==> src/rtl/mem_client_if.sv <==
// mem_client_if: bundle of the command, response and memory-device signals of mem_client.
// Optional feature macro: MEM_CLIENT_BURST_EN (adds req_len).
// Signals:
//   req_valid/req_ready/req_we/req_addr/req_wdata[/req_len]  local command handshake
//   rsp_valid/rsp_rdata/rsp_last/rsp_err                     per-beat response
//   mem_en/mem_we/mem_burst_en/mem_addr/mem_di               request lines to the controller
//   mem_do_ack/mem_do                                        ack bit and shared read data
// Modports:
//   slave  - the mem_client itself
//   master - the environment (command source and memory controller)
interface mem_client_if;
  logic        req_valid;
  logic        req_ready;
  logic        req_we;
  logic [9:0]  req_addr;
  logic [31:0] req_wdata;
`ifdef MEM_CLIENT_BURST_EN
  logic [1:0]  req_len;
`endif
  logic        rsp_valid;
  logic [31:0] rsp_rdata;
  logic        rsp_last;
  logic        rsp_err;
  logic        mem_en;
  logic        mem_we;
  logic        mem_burst_en;
  logic [9:0]  mem_addr;
  logic [31:0] mem_di;
  logic        mem_do_ack;
  logic [31:0] mem_do;

`ifdef MEM_CLIENT_BURST_EN
  modport slave (
    input  req_valid, req_we, req_addr, req_wdata, req_len, mem_do_ack, mem_do,
    output req_ready, rsp_valid, rsp_rdata, rsp_last, rsp_err,
    output mem_en, mem_we, mem_burst_en, mem_addr, mem_di
  );
  modport master (
    output req_valid, req_we, req_addr, req_wdata, req_len, mem_do_ack, mem_do,
    input  req_ready, rsp_valid, rsp_rdata, rsp_last, rsp_err,
    input  mem_en, mem_we, mem_burst_en, mem_addr, mem_di
  );
`else
  modport slave (
    input  req_valid, req_we, req_addr, req_wdata, mem_do_ack, mem_do,
    output req_ready, rsp_valid, rsp_rdata, rsp_last, rsp_err,
    output mem_en, mem_we, mem_burst_en, mem_addr, mem_di
  );
  modport master (
    output req_valid, req_we, req_addr, req_wdata, mem_do_ack, mem_do,
    input  req_ready, rsp_valid, rsp_rdata, rsp_last, rsp_err,
    input  mem_en, mem_we, mem_burst_en, mem_addr, mem_di
  );
`endif
endinterface

==> src/rtl/mem_client.sv <==
// mem_client: single-outstanding memory request client.
// Accepts a local read/write command, presents it to the memory controller and holds it until
// the controller acks or the ack timeout expires, then returns one response per beat.
// Optional feature macro: MEM_CLIENT_BURST_EN -- multi-beat reads via req_len/mem_burst_en.
// Ports:
//   i_clk    - single clock, rising edge
//   i_reset  - asynchronous active-high reset
//   io_bus   - mem_client_if.slave: req_* command in, rsp_* response out, mem_* device side
// Parameters:
//   ACK_TIMEOUT - REQ cycles without ack before abort; 0 disables the timeout
module mem_client #(
  parameter int unsigned ACK_TIMEOUT = 255
) (
  input logic         i_clk,
  input logic         i_reset,
  mem_client_if.slave io_bus
);

  typedef enum logic [1:0] {
    StIdle = 2'b00,
    StReq  = 2'b01
  } state_e;

  state_e      r_state, w_state;
  logic        r_mem_en, w_mem_en;
  logic        r_mem_we, w_mem_we;
  logic        r_burst, w_burst;
  logic [9:0]  r_mem_addr, w_mem_addr;
  logic [31:0] r_mem_di, w_mem_di;
  logic        r_rsp_valid, w_rsp_valid;
  logic [31:0] r_rsp_rdata, w_rsp_rdata;
  logic        r_rsp_last, w_rsp_last;
  logic        r_rsp_err, w_rsp_err;
  logic [7:0]  r_tmo_cnt, w_tmo_cnt;
  logic [1:0]  r_beats, w_beats;  // beats still to run after the current one
  logic [1:0]  w_len;
  logic        w_tmo_hit;

`ifdef MEM_CLIENT_BURST_EN
  assign w_len = io_bus.req_len;
`else
  // Without bursts every transaction is one beat, so r_burst never leaves 0.
  assign w_len = 2'b00;
`endif

  // This cycle is the last one allowed without an ack.
  assign w_tmo_hit = (ACK_TIMEOUT != 0) && ((32'(r_tmo_cnt) + 32'd1) >= ACK_TIMEOUT);

  always_comb begin
    w_state     = r_state;
    w_mem_en    = r_mem_en;
    w_mem_we    = r_mem_we;
    w_burst     = r_burst;
    w_mem_addr  = r_mem_addr;
    w_mem_di    = r_mem_di;
    w_rsp_valid = 1'b0;
    w_rsp_rdata = 32'd0;
    w_rsp_last  = 1'b0;
    w_rsp_err   = 1'b0;
    w_tmo_cnt   = r_tmo_cnt;
    w_beats     = r_beats;
    case (r_state)
      StIdle: begin
        if (io_bus.req_valid) begin
          w_state    = StReq;
          w_mem_en   = 1'b1;
          w_mem_we   = io_bus.req_we;
          w_mem_addr = io_bus.req_addr;
          w_mem_di   = io_bus.req_wdata;
          w_tmo_cnt  = 8'd0;
          // Writes are always single-beat.
          w_beats    = io_bus.req_we ? 2'd0 : w_len;
          w_burst    = !io_bus.req_we && (w_len != 2'd0);
        end
      end
      StReq: begin
        if (io_bus.mem_do_ack) begin
          // Ack beats a coincident timeout.
          w_tmo_cnt   = 8'd0;
          w_rsp_valid = 1'b1;
          w_rsp_rdata = r_mem_we ? 32'd0 : io_bus.mem_do;
          if (r_beats != 2'd0) begin
            w_beats    = r_beats - 2'd1;
            w_mem_addr = r_mem_addr + 10'd4;
            w_burst    = (r_beats > 2'd1);
          end else begin
            w_state    = StIdle;
            w_mem_en   = 1'b0;
            w_mem_we   = 1'b0;
            w_burst    = 1'b0;
            w_rsp_last = 1'b1;
          end
        end else if (w_tmo_hit) begin
          w_state     = StIdle;
          w_mem_en    = 1'b0;
          w_mem_we    = 1'b0;
          w_burst     = 1'b0;
          w_beats     = 2'd0;
          w_tmo_cnt   = 8'd0;
          w_rsp_valid = 1'b1;
          w_rsp_last  = 1'b1;
          w_rsp_err   = 1'b1;
        end else begin
          w_tmo_cnt = r_tmo_cnt + 8'd1;
        end
      end
      default: begin
        w_state  = StIdle;
        w_mem_en = 1'b0;
        w_mem_we = 1'b0;
        w_burst  = 1'b0;
        w_beats  = 2'd0;
      end
    endcase
  end

  always_ff @(posedge i_clk or posedge i_reset) begin
    if (i_reset) begin
      r_state     <= StIdle;
      r_mem_en    <= 1'b0;
      r_mem_we    <= 1'b0;
      r_burst     <= 1'b0;
      r_mem_addr  <= 10'd0;
      r_mem_di    <= 32'd0;
      r_rsp_valid <= 1'b0;
      r_rsp_rdata <= 32'd0;
      r_rsp_last  <= 1'b0;
      r_rsp_err   <= 1'b0;
      r_tmo_cnt   <= 8'd0;
      r_beats     <= 2'd0;
    end else begin
      r_state     <= w_state;
      r_mem_en    <= w_mem_en;
      r_mem_we    <= w_mem_we;
      r_burst     <= w_burst;
      r_mem_addr  <= w_mem_addr;
      r_mem_di    <= w_mem_di;
      r_rsp_valid <= w_rsp_valid;
      r_rsp_rdata <= w_rsp_rdata;
      r_rsp_last  <= w_rsp_last;
      r_rsp_err   <= w_rsp_err;
      r_tmo_cnt   <= w_tmo_cnt;
      r_beats     <= w_beats;
    end
  end

  assign io_bus.req_ready    = (r_state == StIdle);
  assign io_bus.rsp_valid    = r_rsp_valid;
  assign io_bus.rsp_rdata    = r_rsp_rdata;
  assign io_bus.rsp_last     = r_rsp_last;
  assign io_bus.rsp_err      = r_rsp_err;
  assign io_bus.mem_en       = r_mem_en;
  assign io_bus.mem_we       = r_mem_we;
  assign io_bus.mem_burst_en = r_burst;
  assign io_bus.mem_addr     = r_mem_addr;
  assign io_bus.mem_di       = r_mem_di;

endmodule

==> src/flat_wrapper.sv <==
// flat-port wrapper written by rule: the top's interface ports become plain ports
module mem_client_flat 
#(
  parameter int unsigned ACK_TIMEOUT = 255
)
  (i_clk, i_reset, io_bus_req_valid, io_bus_req_we, io_bus_req_addr, io_bus_req_wdata, io_bus_mem_do_ack, io_bus_mem_do, io_bus_req_ready, io_bus_rsp_valid, io_bus_rsp_rdata, io_bus_rsp_last, io_bus_rsp_err, io_bus_mem_en, io_bus_mem_we, io_bus_mem_burst_en, io_bus_mem_addr, io_bus_mem_di);
  mem_client_if io_bus_i ();
  input logic i_clk;
  input logic i_reset;
  input wire logic [$bits(io_bus_i.req_valid)-1:0] io_bus_req_valid;
  input wire logic [$bits(io_bus_i.req_we)-1:0] io_bus_req_we;
  input wire logic [$bits(io_bus_i.req_addr)-1:0] io_bus_req_addr;
  input wire logic [$bits(io_bus_i.req_wdata)-1:0] io_bus_req_wdata;
  input wire logic [$bits(io_bus_i.mem_do_ack)-1:0] io_bus_mem_do_ack;
  input wire logic [$bits(io_bus_i.mem_do)-1:0] io_bus_mem_do;
  output wire logic [$bits(io_bus_i.req_ready)-1:0] io_bus_req_ready;
  output wire logic [$bits(io_bus_i.rsp_valid)-1:0] io_bus_rsp_valid;
  output wire logic [$bits(io_bus_i.rsp_rdata)-1:0] io_bus_rsp_rdata;
  output wire logic [$bits(io_bus_i.rsp_last)-1:0] io_bus_rsp_last;
  output wire logic [$bits(io_bus_i.rsp_err)-1:0] io_bus_rsp_err;
  output wire logic [$bits(io_bus_i.mem_en)-1:0] io_bus_mem_en;
  output wire logic [$bits(io_bus_i.mem_we)-1:0] io_bus_mem_we;
  output wire logic [$bits(io_bus_i.mem_burst_en)-1:0] io_bus_mem_burst_en;
  output wire logic [$bits(io_bus_i.mem_addr)-1:0] io_bus_mem_addr;
  output wire logic [$bits(io_bus_i.mem_di)-1:0] io_bus_mem_di;
  assign io_bus_i.req_valid = io_bus_req_valid;
  assign io_bus_i.req_we = io_bus_req_we;
  assign io_bus_i.req_addr = io_bus_req_addr;
  assign io_bus_i.req_wdata = io_bus_req_wdata;
  assign io_bus_i.mem_do_ack = io_bus_mem_do_ack;
  assign io_bus_i.mem_do = io_bus_mem_do;
  assign io_bus_req_ready = io_bus_i.req_ready;
  assign io_bus_rsp_valid = io_bus_i.rsp_valid;
  assign io_bus_rsp_rdata = io_bus_i.rsp_rdata;
  assign io_bus_rsp_last = io_bus_i.rsp_last;
  assign io_bus_rsp_err = io_bus_i.rsp_err;
  assign io_bus_mem_en = io_bus_i.mem_en;
  assign io_bus_mem_we = io_bus_i.mem_we;
  assign io_bus_mem_burst_en = io_bus_i.mem_burst_en;
  assign io_bus_mem_addr = io_bus_i.mem_addr;
  assign io_bus_mem_di = io_bus_i.mem_di;
  mem_client #(.ACK_TIMEOUT(ACK_TIMEOUT)) u_core (.i_clk(i_clk), .i_reset(i_reset), .io_bus(io_bus_i));
endmodule
==> config.mk <==
export PLATFORM = sky130hd
export DESIGN_NAME = mem_client_flat
export DESIGN_NICKNAME = d
export VERILOG_FILES = /design/src/rtl/mem_client_if.sv /design/src/rtl/mem_client.sv /design/src/flat_wrapper.sv
export SDC_FILE = /design/constraint.sdc
export NUM_CORES = 1
export LEC_CHECK = 0
export ABC_AREA = 1
export CAP_MARGIN = 5
export CORE_AREA = 2 2 98 100
export CTS_CLUSTER_DIAMETER = 120
export DETAILED_ROUTE_END_ITERATION = 10
export DIE_AREA = 0 0 100 102
export GPL_TIMING_DRIVEN = 1
export PLACE_DENSITY = 0.78
export SYNTH_ARGS = -nofsm -noshare
export SYNTH_HDL_FRONTEND = slang
export SYNTH_SLANG_ARGS = --single-unit
==> constraint.sdc <==
create_clock -name i_clk -period 3.55 [get_ports i_clk]
set_input_delay 0.355 -clock i_clk [delete_from_list [all_inputs] [get_ports i_clk]]
set_output_delay 0.355 -clock i_clk [all_outputs]
set_load 0.005 [all_outputs]
Word level (Yosys, flattened, before mapping) --
Index checks and enable logic that the tools add are counted.
Word-level totals: register bits after elaboration 92, input port bits 79, output and inout port bits 81, logic and storage cells 73
Operators by class: $add $sub $neg 4, $lt $le $gt $ge 2, eq/ne operators 7, mux-type cells 39, reductions and logical operators 9
Operator list (count):
- 32-bit 2-to-1 mux | 3
- 32-bit by 8-bit greater-or-equal comparator with 1-bit output, second input constant | 1
- 10-bit 2-to-1 mux | 3
- 8-bit 2-to-1 mux | 3
- 10-bit one-hot mux with 2 select lines | 1
- 1-bit 2-to-1 mux | 16
- 8-bit one-hot mux with 2 select lines | 1
- 2-bit 2-to-1 mux | 7
- 10-bit by 3-bit adder with 10-bit output, second input constant | 1
- 8-bit by 1-bit adder with 9-bit output, second input constant | 1
- 8-bit by 1-bit adder with 8-bit output, second input constant | 1
- 2-bit one-hot mux with 2 select lines | 2
- 3-bit by 2-bit != test with 1-bit output, second input constant | 2
- 1-bit one-hot mux with 2 select lines | 3
- 2-bit AND reduction | 3
- 3-bit AND reduction | 2
- 2-bit != test, second input constant | 2
- 4-bit AND reduction | 1
- 2-bit nonzero test | 2
- 3-bit != test, second input constant | 1
- 2-bit by 1-bit == test with 1-bit output, second input constant | 1
- 2-bit by 1-bit greater-than comparator with 1-bit output, second input constant | 1
- 2-bit logical NOT | 1
- 2-bit by 1-bit != test with 1-bit output, second input constant | 1
- 2-bit by 1-bit subtractor with 2-bit output, second input constant | 1

Longest topological paths before layout --
Gate-level depths: netlist (run 1).
depth in word-level cells 5, depth in mapped cells 11, depth with buffers taken out 11

Worst setup path after synthesis (run 1) --
OpenSTA, ideal clock, no wires.
kind reg2reg, start reg u_core.r_tmo_cnt[1], end reg u_core.r_mem_we, in the netlist u_core.io_bus.mem_we, library setup time 0.117 ns, arrival time 1.430 ns, data required time 3.433 ns, slack 2.003 ns, cell stages (with the launch flop) 12, buffers on the path 1, period minus slack after synthesis 1.547 ns, cell sequence dfrtp_1 > ha_1 > nand2_1 > nor2_1 > nand3_1 > nand2_1 > nor2_1 > nand3_2 > nand3_2 > buf_6 > nand4_2 > nand2_1
On the way: longest elaborated chain between the ends 4
RTL lines:
- start: declaration | RTL line mem_client.sv:34 | logic [7:0] r_tmo_cnt, w_tmo_cnt;
- start signal: assignment | RTL line mem_client.sv:142 | r_tmo_cnt <= w_tmo_cnt;
- 8-bit by 1-bit adder with 9-bit output | RTL line mem_client.sv:47 | assign w_tmo_hit = (ACK_TIMEOUT != 0) && ((32'(r_tmo_cnt) + 32'd1) >= ACK_TIMEOUT);
- 32-bit by 8-bit greater-or-equal comparator with 1-bit output | RTL line mem_client.sv:47
- 3-bit by 2-bit != test with 1-bit output (no line)
- 3-bit AND reduction (no line)
- end signal: assignment | RTL line mem_client.sv:134 | r_mem_we <= w_mem_we;
- end: declaration | RTL line mem_client.sv:26 | logic r_mem_we, w_mem_we;
No other way between the ends. A chain may end at the register's enable or synchronous reset.

==> flow_summary.yaml, run 1 <==
clock_network:
  cts_hold_buf: 0
  cts_tree: "built"
  cts.sinks: 90
  clkTransAtPathRegs_ns: 0.08
  cts_max_level: 3
  cts_made_buffers: 9
  cts_buffer_depth: 2
  root_buffer: "clkbuf_8"
  clk_latency_ns: 0.35
  cts_resized: 0
  postCtsSetupRepairBufs: 0
critical_path:
  slowest_delay_ns: 0.58
  cp_top_family: "buffers and inverters"
  cpMaxStageDelayCell: "clkdlybuf4s50_1"
  crit_buf_inv: 2
  endpoint_kind: "primary output"
  cp.arrival_ns: 1.89
  path_max_fanout: 17
  r2r_slack_ns: 1.51
  worstPathCellList: "inv_1 > clkdlybuf4s50_1"
  startpoint_type: "flip-flop"
  required_ns: 3.19
  crit_type: "reg2out"
floorplanning:
  die_h_um: 102
  dieArea_um2: 10200
  top_level_ports: 160
  rows: 35
  core_area_um2: 9110
  initial_utilization_pct: 40.9
  die_w_um: 100
synth:
  synth_edf_count: 0
  async_reset_ff_share_pct: 100
  ys_seq_elements: 90
  ys_seq_area_share_pct: 60.4
  yosys_warnings: 0
  synth_cell_types: 30
  synth_fp_nets: 439
  synthCells: 355
  yosysTopAreaCellShare_pct: 60.4
  synth_area_leader_cell: "dfrtp_1"
  syn_area_per_cell_um2: 10.5
  synthTopCellsByArea: "dfrtp_1, mux2_2, nand2_1, nor2_1, inv_1"
  syn-cell-area_um2: 3730
  synth-main-ff-cell: "dfrtp_1"
cells_and_area:
  fill_cells: 752
  diodes: 0
  final_util_pct: 61.9
  area_growth_pct: 51.3
  layout.nets: 597
  drive_gt1_share_pct: 13.1
  fin_area_um2: 5640
  layout_common_cells: "clkdlybuf4s50_1, dfrtp_1, nand2_1"
  final_common_cell: "clkdlybuf4s50_1"
hold_path:
  hp-class: "in2async"
timing:
  final-setup-viol-count: 0
  hold_viol_final: 0
  slew_violations: 0
  fin_crit_ns: 2.25
  worstMarginPinSlew_ns: 0.910
  finalWorstSetupSlack_ns: 1.30
  fin_crit_sh_pct: 63.3
  tns_ns: 0
  slew_headroom_pct: 39.3
  skew_ns: 0.0151
  rsz0062_at_grt: "false"
  timing.fmax_mhz: 445
routing:
  vias_per_cell: 4.75
  wl_per_cell_um: 13.9
  vias: 2989
  wirelength_mm: 8.76
  drc: 0
  detail-route-antenna-nets: 0
  first_pass_iters: 4
  drt_iter0_drc: 78
global_routing:
  grt_max_degree: 90
  track_usage_pct: 17.3
  antenna_found_initial: 0
  grt_pass1_vias: 2871
  grt_pass1_wl_mm: 13.7
  grt-ovfl-total: 0
place:
  dp_hpwl_mm: 6.43
  placed_cell_area_um2: 5420
  pre_cts_slack_ns: 1.42
  io_buffers: 159
  routabilityCongestion: 0.848
power:
  leakage_nw: 2.52
  p_per_area_nw_per_um2: 497
  totalPowerFinal_mw: 2.81
  ir_drop_mv: 0.219
status:
  outcome: "finished clean"
run:
  max_cap_viol_count: 0
[final timing paths]
| kind | startpoint | end | cells past startpoint |
|---|---|---|---|
| worst max-delay path | u_core.io_bus.mem_en | io_bus_req_ready | 2 |
| worst min-delay path | i_reset | u_core.io_bus.rsp_rdata[31] | 2 |
| worst max register to register | u_core.io_bus.mem_en | u_core.io_bus.mem_di[12] | 4 |
| worst min register to register | u_core.io_bus.mem_burst_en | u_core.io_bus.mem_burst_en | 2 |
| max in group asynchronous | i_reset | u_core.r_tmo_cnt[1] | 3 |
| min in group i_clk | u_core.io_bus.mem_burst_en | u_core.io_bus.mem_burst_en | 2 |
[through the flow]
step / hold WS [ns] / std cells
floorplan: 0.425 / 355
global placement: 0.459 / 613
detailed placement: 0.466 / 613
CTS: 0.149 / 629
global route: 0.151 / 629
finish: 0.169 / 629
[synthesized netlist by cell type (2+ instances only)]
master,number
ha_1,5
o21ai_2,5
nand3_2,4
mux2_2,35
nand4_1,4
or2_2,2
nand2_1,86
buf_2,4
inv_1,21
buf_1,3
o22ai_1,4
a31oi_1,2
nor2_1,46
clkbuf_1,6
o21ai_0,7
dfrtp_1,90
nand3_1,13
a21oi_1,6
[flip-flops by register name, summed over array words and instances, names as in the netlist]
signal and count:
u_core.io_bus.mem_en 1, u_core.io_bus.rsp_last 1, u_core.r_beats 2, u_core.io_bus.mem_we 1
u_core.io_bus.rsp_valid 1, u_core.io_bus.mem_burst_en 1, u_core.io_bus.mem_di 32, u_core.r_tmo_cnt 8
u_core.io_bus.mem_addr 10, u_core.io_bus.rsp_rdata 32, u_core.io_bus.rsp_err 1
[worst register-to-register path, stage by stage, from the launching register on]
cell	delay [ns]
dfrtp_1	0.65
inv_1	0.34
nand2_2	0.15
buf_4	0.40
mux2_2	0.40
[metal layers]
metal  GRT usage, %  wire length [um]  part of all wire [%]  vias to the layer above
li1               -                 -                     -                     1459
met1           20.8              3600                    41                     1399
met2           28.6              4220                    48                      119
met3           6.36               807                   9.2                       12
met4           6.74               132                   1.5                        0
met5              0                 0                     0                        -
[area by class of cell]
cell class,count,area [um2],area share [%]
Clock buffer,11,131,2.33
Clock inverter,5,86.3,1.53
Inverter,21,80.1,1.42
Multi-Input combinational cell,229,1330,23.5
Sequential cell,90,2250,39.9
Tap cell,111,139,2.46
Timing Repair Buffer,162,1630,28.8
[power breakdown]
group / internal, mW / switching, mW
Clock: 0.402 / 0.354
Combinational: 0.481 / 0.282
Sequential: 1.18 / 0.105
[cell families (layout without fill, tap and decap cells)]
logic type	after synthesis	in the layout	share of synthesized area, %
compound gates	27	27	4.63
xor+xnor	2	2	0.470
fa+ha+maj	5	5	1.68
buf+inv	36	199	4.06
flops	90	90	60.4
mux	36	36	10.8
simple gates	159	159	17.9
Note: power is estimated with default switching activity, not from simulation.
==> run 2: changes to the inputs <==
==> constraint.sdc (replaced) <==
create_clock -name i_clk -period 2.1 [get_ports i_clk]
set_input_delay 0.21 -clock i_clk [delete_from_list [all_inputs] [get_ports i_clk]]
set_output_delay 0.21 -clock i_clk [all_outputs]
set_load 0.005 [all_outputs]
==> run 2 against run 1 <==
Net effect: critical path depth up 1; largest cell class unchanged; worst setup slack worse by 1.1 ns; first-iteration DRC count up 56%.
==> flow_summary.yaml, run 2 (synthesized netlist as in run 1, its figures left out) <==
timing:
  rsz0062_at_grt: "false"
  slew_violations: 0
  worstMarginPinSlew_ns: 0.628
  fin_crit_sh_pct: 90.4
  fin_crit_ns: 1.90
  slew_headroom_pct: 58.2
  tns_ns: 0
  timing.fmax_mhz: 527
  final-setup-viol-count: 0
  hold_viol_final: 0
  skew_ns: 0.0138
critical_path:
  r2r_slack_ns: 0.24
  cp.arrival_ns: 1.69
  crit_type: "reg2out"
  crit-reg2reg-launch: "u_core.r_tmo_cnt[1]"
  r2r-end: "u_core.r_beats[1]"
  required_ns: 1.89
  endpoint_kind: "primary output"
  startpoint_type: "flip-flop"
  path_max_fanout: 13
  r2r_cells: 11
floorplanning:
  rows: 35
  initial_utilization_pct: 40.9
  dieArea_um2: 10200
  core_area_um2: 9110
  die_w_um: 100
  die_h_um: 102
  top_level_ports: 160
clock_network:
  cts_buffer_depth: 2
  cts_tree: "built"
  cts_max_level: 3
  clk_latency_ns: 0.35
  cts.sinks: 90
  cts_made_buffers: 9
  postCtsSetupRepairBufs: 0
  clkTransAtPathRegs_ns: 0.09
  cts_hold_buf: 0
  cts_resized: 0
  root_buffer: "clkbuf_8"
power:
  leakage_nw: 2.55
  p_per_area_nw_per_um2: 846
  ir_drop_mv: 0.340
routing:
  drt_iter0_drc: 122
  first_pass_iters: 5
  vias: 3066
  wl_per_cell_um: 14.7
  detail-route-antenna-nets: 0
  drc: 0
  vias_per_cell: 4.83
  wirelength_mm: 9.35
cells_and_area:
  multi_input_comb_area_um2: 1330
  final_common_cell: "clkdlybuf4s50_1"
  layout.nets: 603
  diodes: 0
  drive_gt1_share_pct: 14.3
  layout_common_cells: "clkdlybuf4s50_1, dfrtp_1, nand2_1"
  seqCellArea_um2: 2250
  fill_cells: 741
  area_growth_pct: 53.0
  final_cells: 635
place:
  dp_hpwl_mm: 7.09
  routabilityCongestion: 0.815
  io_buffers: 159
  dp.cells: 619
global_routing:
  antenna_found_initial: 0
  grt_pass1_vias: 3065
  grt-ovfl-total: 0
  grt_pass1_wl_mm: 14.6
  track_usage_pct: 18.2
  grt_max_degree: 51
run:
  max_cap_viol_count: 0
hold_path:
  hp-class: "in2async"
status:
  outcome: "finished clean"
## run 2: final cells by class
| cell class | count | share of cell area, % |
|---|---|---|
| clock buffer | 10 | 2.24 |
| clock inverter | 6 | 1.73 |
| inverter | 21 | 1.45 |
| multi-input combinational | 229 | 23.4 |
| sequential | 90 | 39.5 |
| tap | 111 | 2.43 |
| timing repair buffer | 168 | 29.3 |
## run 2: worst max-delay path: stages (launching register included)
cell             delay (ns)
dfrtp_1                0.49
inv_1                  0.13
buf_4                  0.20
clkdlybuf4s50_1        0.52
## run 2: per-stage QoR
| step | util (%) | total power [mW] | hold WS, ns | setup WS (ns) | instance area (um2) |
|---|---|---|---|---|---|
| after floorplan | - | 2.71 | 0.280 | 0.553 | 3730 |
| after global placement | 60.1 | 3.50 | 0.457 | 0.309 | 5470 |
| after detailed placement | 60.1 | 3.56 | 0.477 | 0.166 | 5470 |
| after CTS | 62.5 | 4.90 | 0.354 | 0.137 | 5700 |
| after global routing | 62.6 | 5.12 | 0.369 | 0.106 | 5700 |
| final | 62.6 | 4.83 | 0.369 | 0.202 | 5700 |
## run 2: worst max path at each step
stage	start	end	slack [ns]	depth (start not counted)
final	u_core.io_bus.mem_en	io_bus_req_ready	0.20	3
after global routing	u_core.io_bus.mem_en	io_bus_req_ready	0.11	3
after CTS	u_core.r_tmo_cnt[1]	u_core.r_beats[1]	0.14	11
after detailed placement	u_core.r_tmo_cnt[1]	u_core.r_beats[1]	0.17	11
after global placement	io_bus_mem_do_ack	u_core.io_bus.mem_addr[2]	0.31	6
after floorplan	u_core.r_tmo_cnt[1]	u_core.io_bus.mem_we	0.55	11
## run 2: metal layers
layer	global-route usage [%]	wire [um]	vias up
met4	6.64	177	0
met3	5.54	783	17
met2	31.9	4770	122
met1	21.4	3620	1454
li1	-	-	1473
met5	0	0	-
## run 2: power by group
part	switching [mW]	internal (mW)	total [mW]
registers	0.184	2.00	2.18
clock network	0.626	0.690	1.32
logic	0.501	0.831	1.33
total	1.31	3.52	4.83
==> run 3: changes to the inputs <==
==> constraint.sdc (replaced) <==
create_clock -name i_clk -period 2.1 [get_ports i_clk]
set_input_delay 0.21 -clock i_clk [delete_from_list [all_inputs] [get_ports i_clk]]
set_output_delay 0.21 -clock i_clk [all_outputs]
set_load 0.05 [all_outputs]
==> run 3 against run 2 <==
Net effect: core utilization fell by 0.41 points; critical endpoint is now io_bus_mem_addr[4]; sequential power is essentially flat; non-clock buffer count decreased by 1; routed wire length down 5.4%; highest routed layer unchanged; design area decreased by 0.66%; clock skew is 0.0068 ns lower; largest power group is now combinational cells.
==> flow_summary.yaml, run 3 (synthesized netlist as in run 1, its figures left out) <==
cells_and_area:
  diodes: 0
  final_common_cell: "clkdlybuf4s50_1"
  fill_cells: 744
  final_util_pct: 62.2
  drive_gt1_share_pct: 14.6
  layout_common_cells: "clkdlybuf4s50_1, dfrtp_1, nand2_1"
  area_growth_pct: 52.0
  fin_area_um2: 5670
  layout.nets: 602
critical_path:
  r2r_slack_ns: 0.26
  slowest_delay_ns: 0.85
  path_max_fanout: 7
  cp_top_family: "buffers and inverters"
  crit_buf_inv: 1
  required_ns: 1.89
  cp.arrival_ns: 1.67
  cpMaxStageDelayCell: "clkdlybuf4s50_1"
  worstPathCellList: "clkdlybuf4s50_1"
  endpoint_kind: "primary output"
  startpoint_type: "flip-flop"
  crit_type: "reg2out"
clock_network:
  cts_tree: "built"
  clk_latency_ns: 0.35
  cts_buffer_depth: 2
  root_buffer: "clkbuf_8"
  cts.sinks: 90
  cts_hold_buf: 0
  cts_made_buffers: 9
  postCtsSetupRepairBufs: 0
  clkTransAtPathRegs_ns: 0.09
  cts_max_level: 3
timing:
  timing.fmax_mhz: 531
  hold_viol_final: 0
  worstMarginPinSlew_ns: 0.618
  final-setup-viol-count: 0
  fin_crit_sh_pct: 89.7
  tns_ns: 0
  slew_headroom_pct: 58.8
  rsz0062_at_grt: "false"
  slew_violations: 0
  fin_crit_ns: 1.88
  skew_ns: 0.00700
place:
  placed_cell_area_um2: 5470
  dp_hpwl_mm: 6.62
  io_buffers: 159
  routabilityCongestion: 0.833
floorplanning:
  die_w_um: 100
  dieArea_um2: 10200
  core_area_um2: 9110
  initial_utilization_pct: 40.9
  die_h_um: 102
  top_level_ports: 160
  rows: 35
global_routing:
  grt_pass1_wl_mm: 14.2
  grt_pass1_vias: 3057
  track_usage_pct: 17.8
  grt-ovfl-total: 0
  antenna_found_initial: 0
  grt_max_degree: 51
run:
  max_cap_viol_count: 0
routing:
  drc: 0
  drt_iter0_drc: 131
  detail-route-antenna-nets: 0
  first_pass_iters: 4
  vias: 3076
  wl_per_cell_um: 14.0
  vias_per_cell: 4.86
  wirelength_mm: 8.84
power:
  p_per_area_nw_per_um2: 986
  leakage_nw: 2.54
  totalPowerFinal_mw: 5.59
  ir_drop_mv: 0.376
status:
  outcome: "finished clean"
hold_path:
  hp-class: "in2async"
-- run 3: cell type report --
class                      instances  area [um2]  share of cell area (%)
clock inverter                     6        66.3                    1.17
sequential                        90        2250                    39.7
clock buffer                       9         124                    2.19
timing repair buffer             167        1670                    29.5
inverter                          21        82.6                    1.46
multi-input combinational        229        1330                    23.5
tap                              111         139                    2.45
-- run 3: power breakdown --
| group | leakage (nW) | switching (mW) | internal (mW) |
|---|---|---|---|
| Combinational | 1.30 | 1.42 | 0.833 |
| Sequential | 1.14 | 0.195 | 2.00 |
| Clock | 0.0994 | 0.597 | 0.548 |
-- run 3: path summary, 6_finish.rpt --
path / from / end / cells past startpoint
max: u_core.io_bus.mem_addr[4] / io_bus_mem_addr[4] / 1
min: i_reset / u_core.io_bus.mem_di[12] / 3
max reg2reg: u_core.io_bus.mem_en / u_core.io_bus.mem_addr[9] / 6
min reg2reg: u_core.r_beats[1] / u_core.r_beats[1] / 2
max in group asynchronous: i_reset / u_core.io_bus.mem_di[3] / 3
min in group i_clk: io_bus_mem_do[1] / u_core.io_bus.rsp_rdata[1] / 3
-- run 3: repair_timing --
action / in CTS / in global routing
endpoints found under the hold margin: 0 / 0
pin swaps: 0 / 0
setup endpoints to repair: 1 / 6
resized for setup: 1 / 1
-- run 3: layer usage --
layer | vias to the layer above | wire (um) | GRT usage (%)
met2 | 124 | 4300 | 29.7
li1 | 1469 | - | -
met5 | - | 0 | 0
met3 | 14 | 788 | 5.95
met1 | 1469 | 3600 | 21.7
met4 | 0 | 155 | 6.43
-- run 3: stage by stage --
stage	hold slack, ns	worst slack [ns]	std cells
detailed placement	0.468	0.203	618
global placement	0.457	0.284	618
floorplan	0.280	0.190	355
finish	0.363	0.216	633
global route	0.373	0.0297	633
CTS	0.359	0.184	633
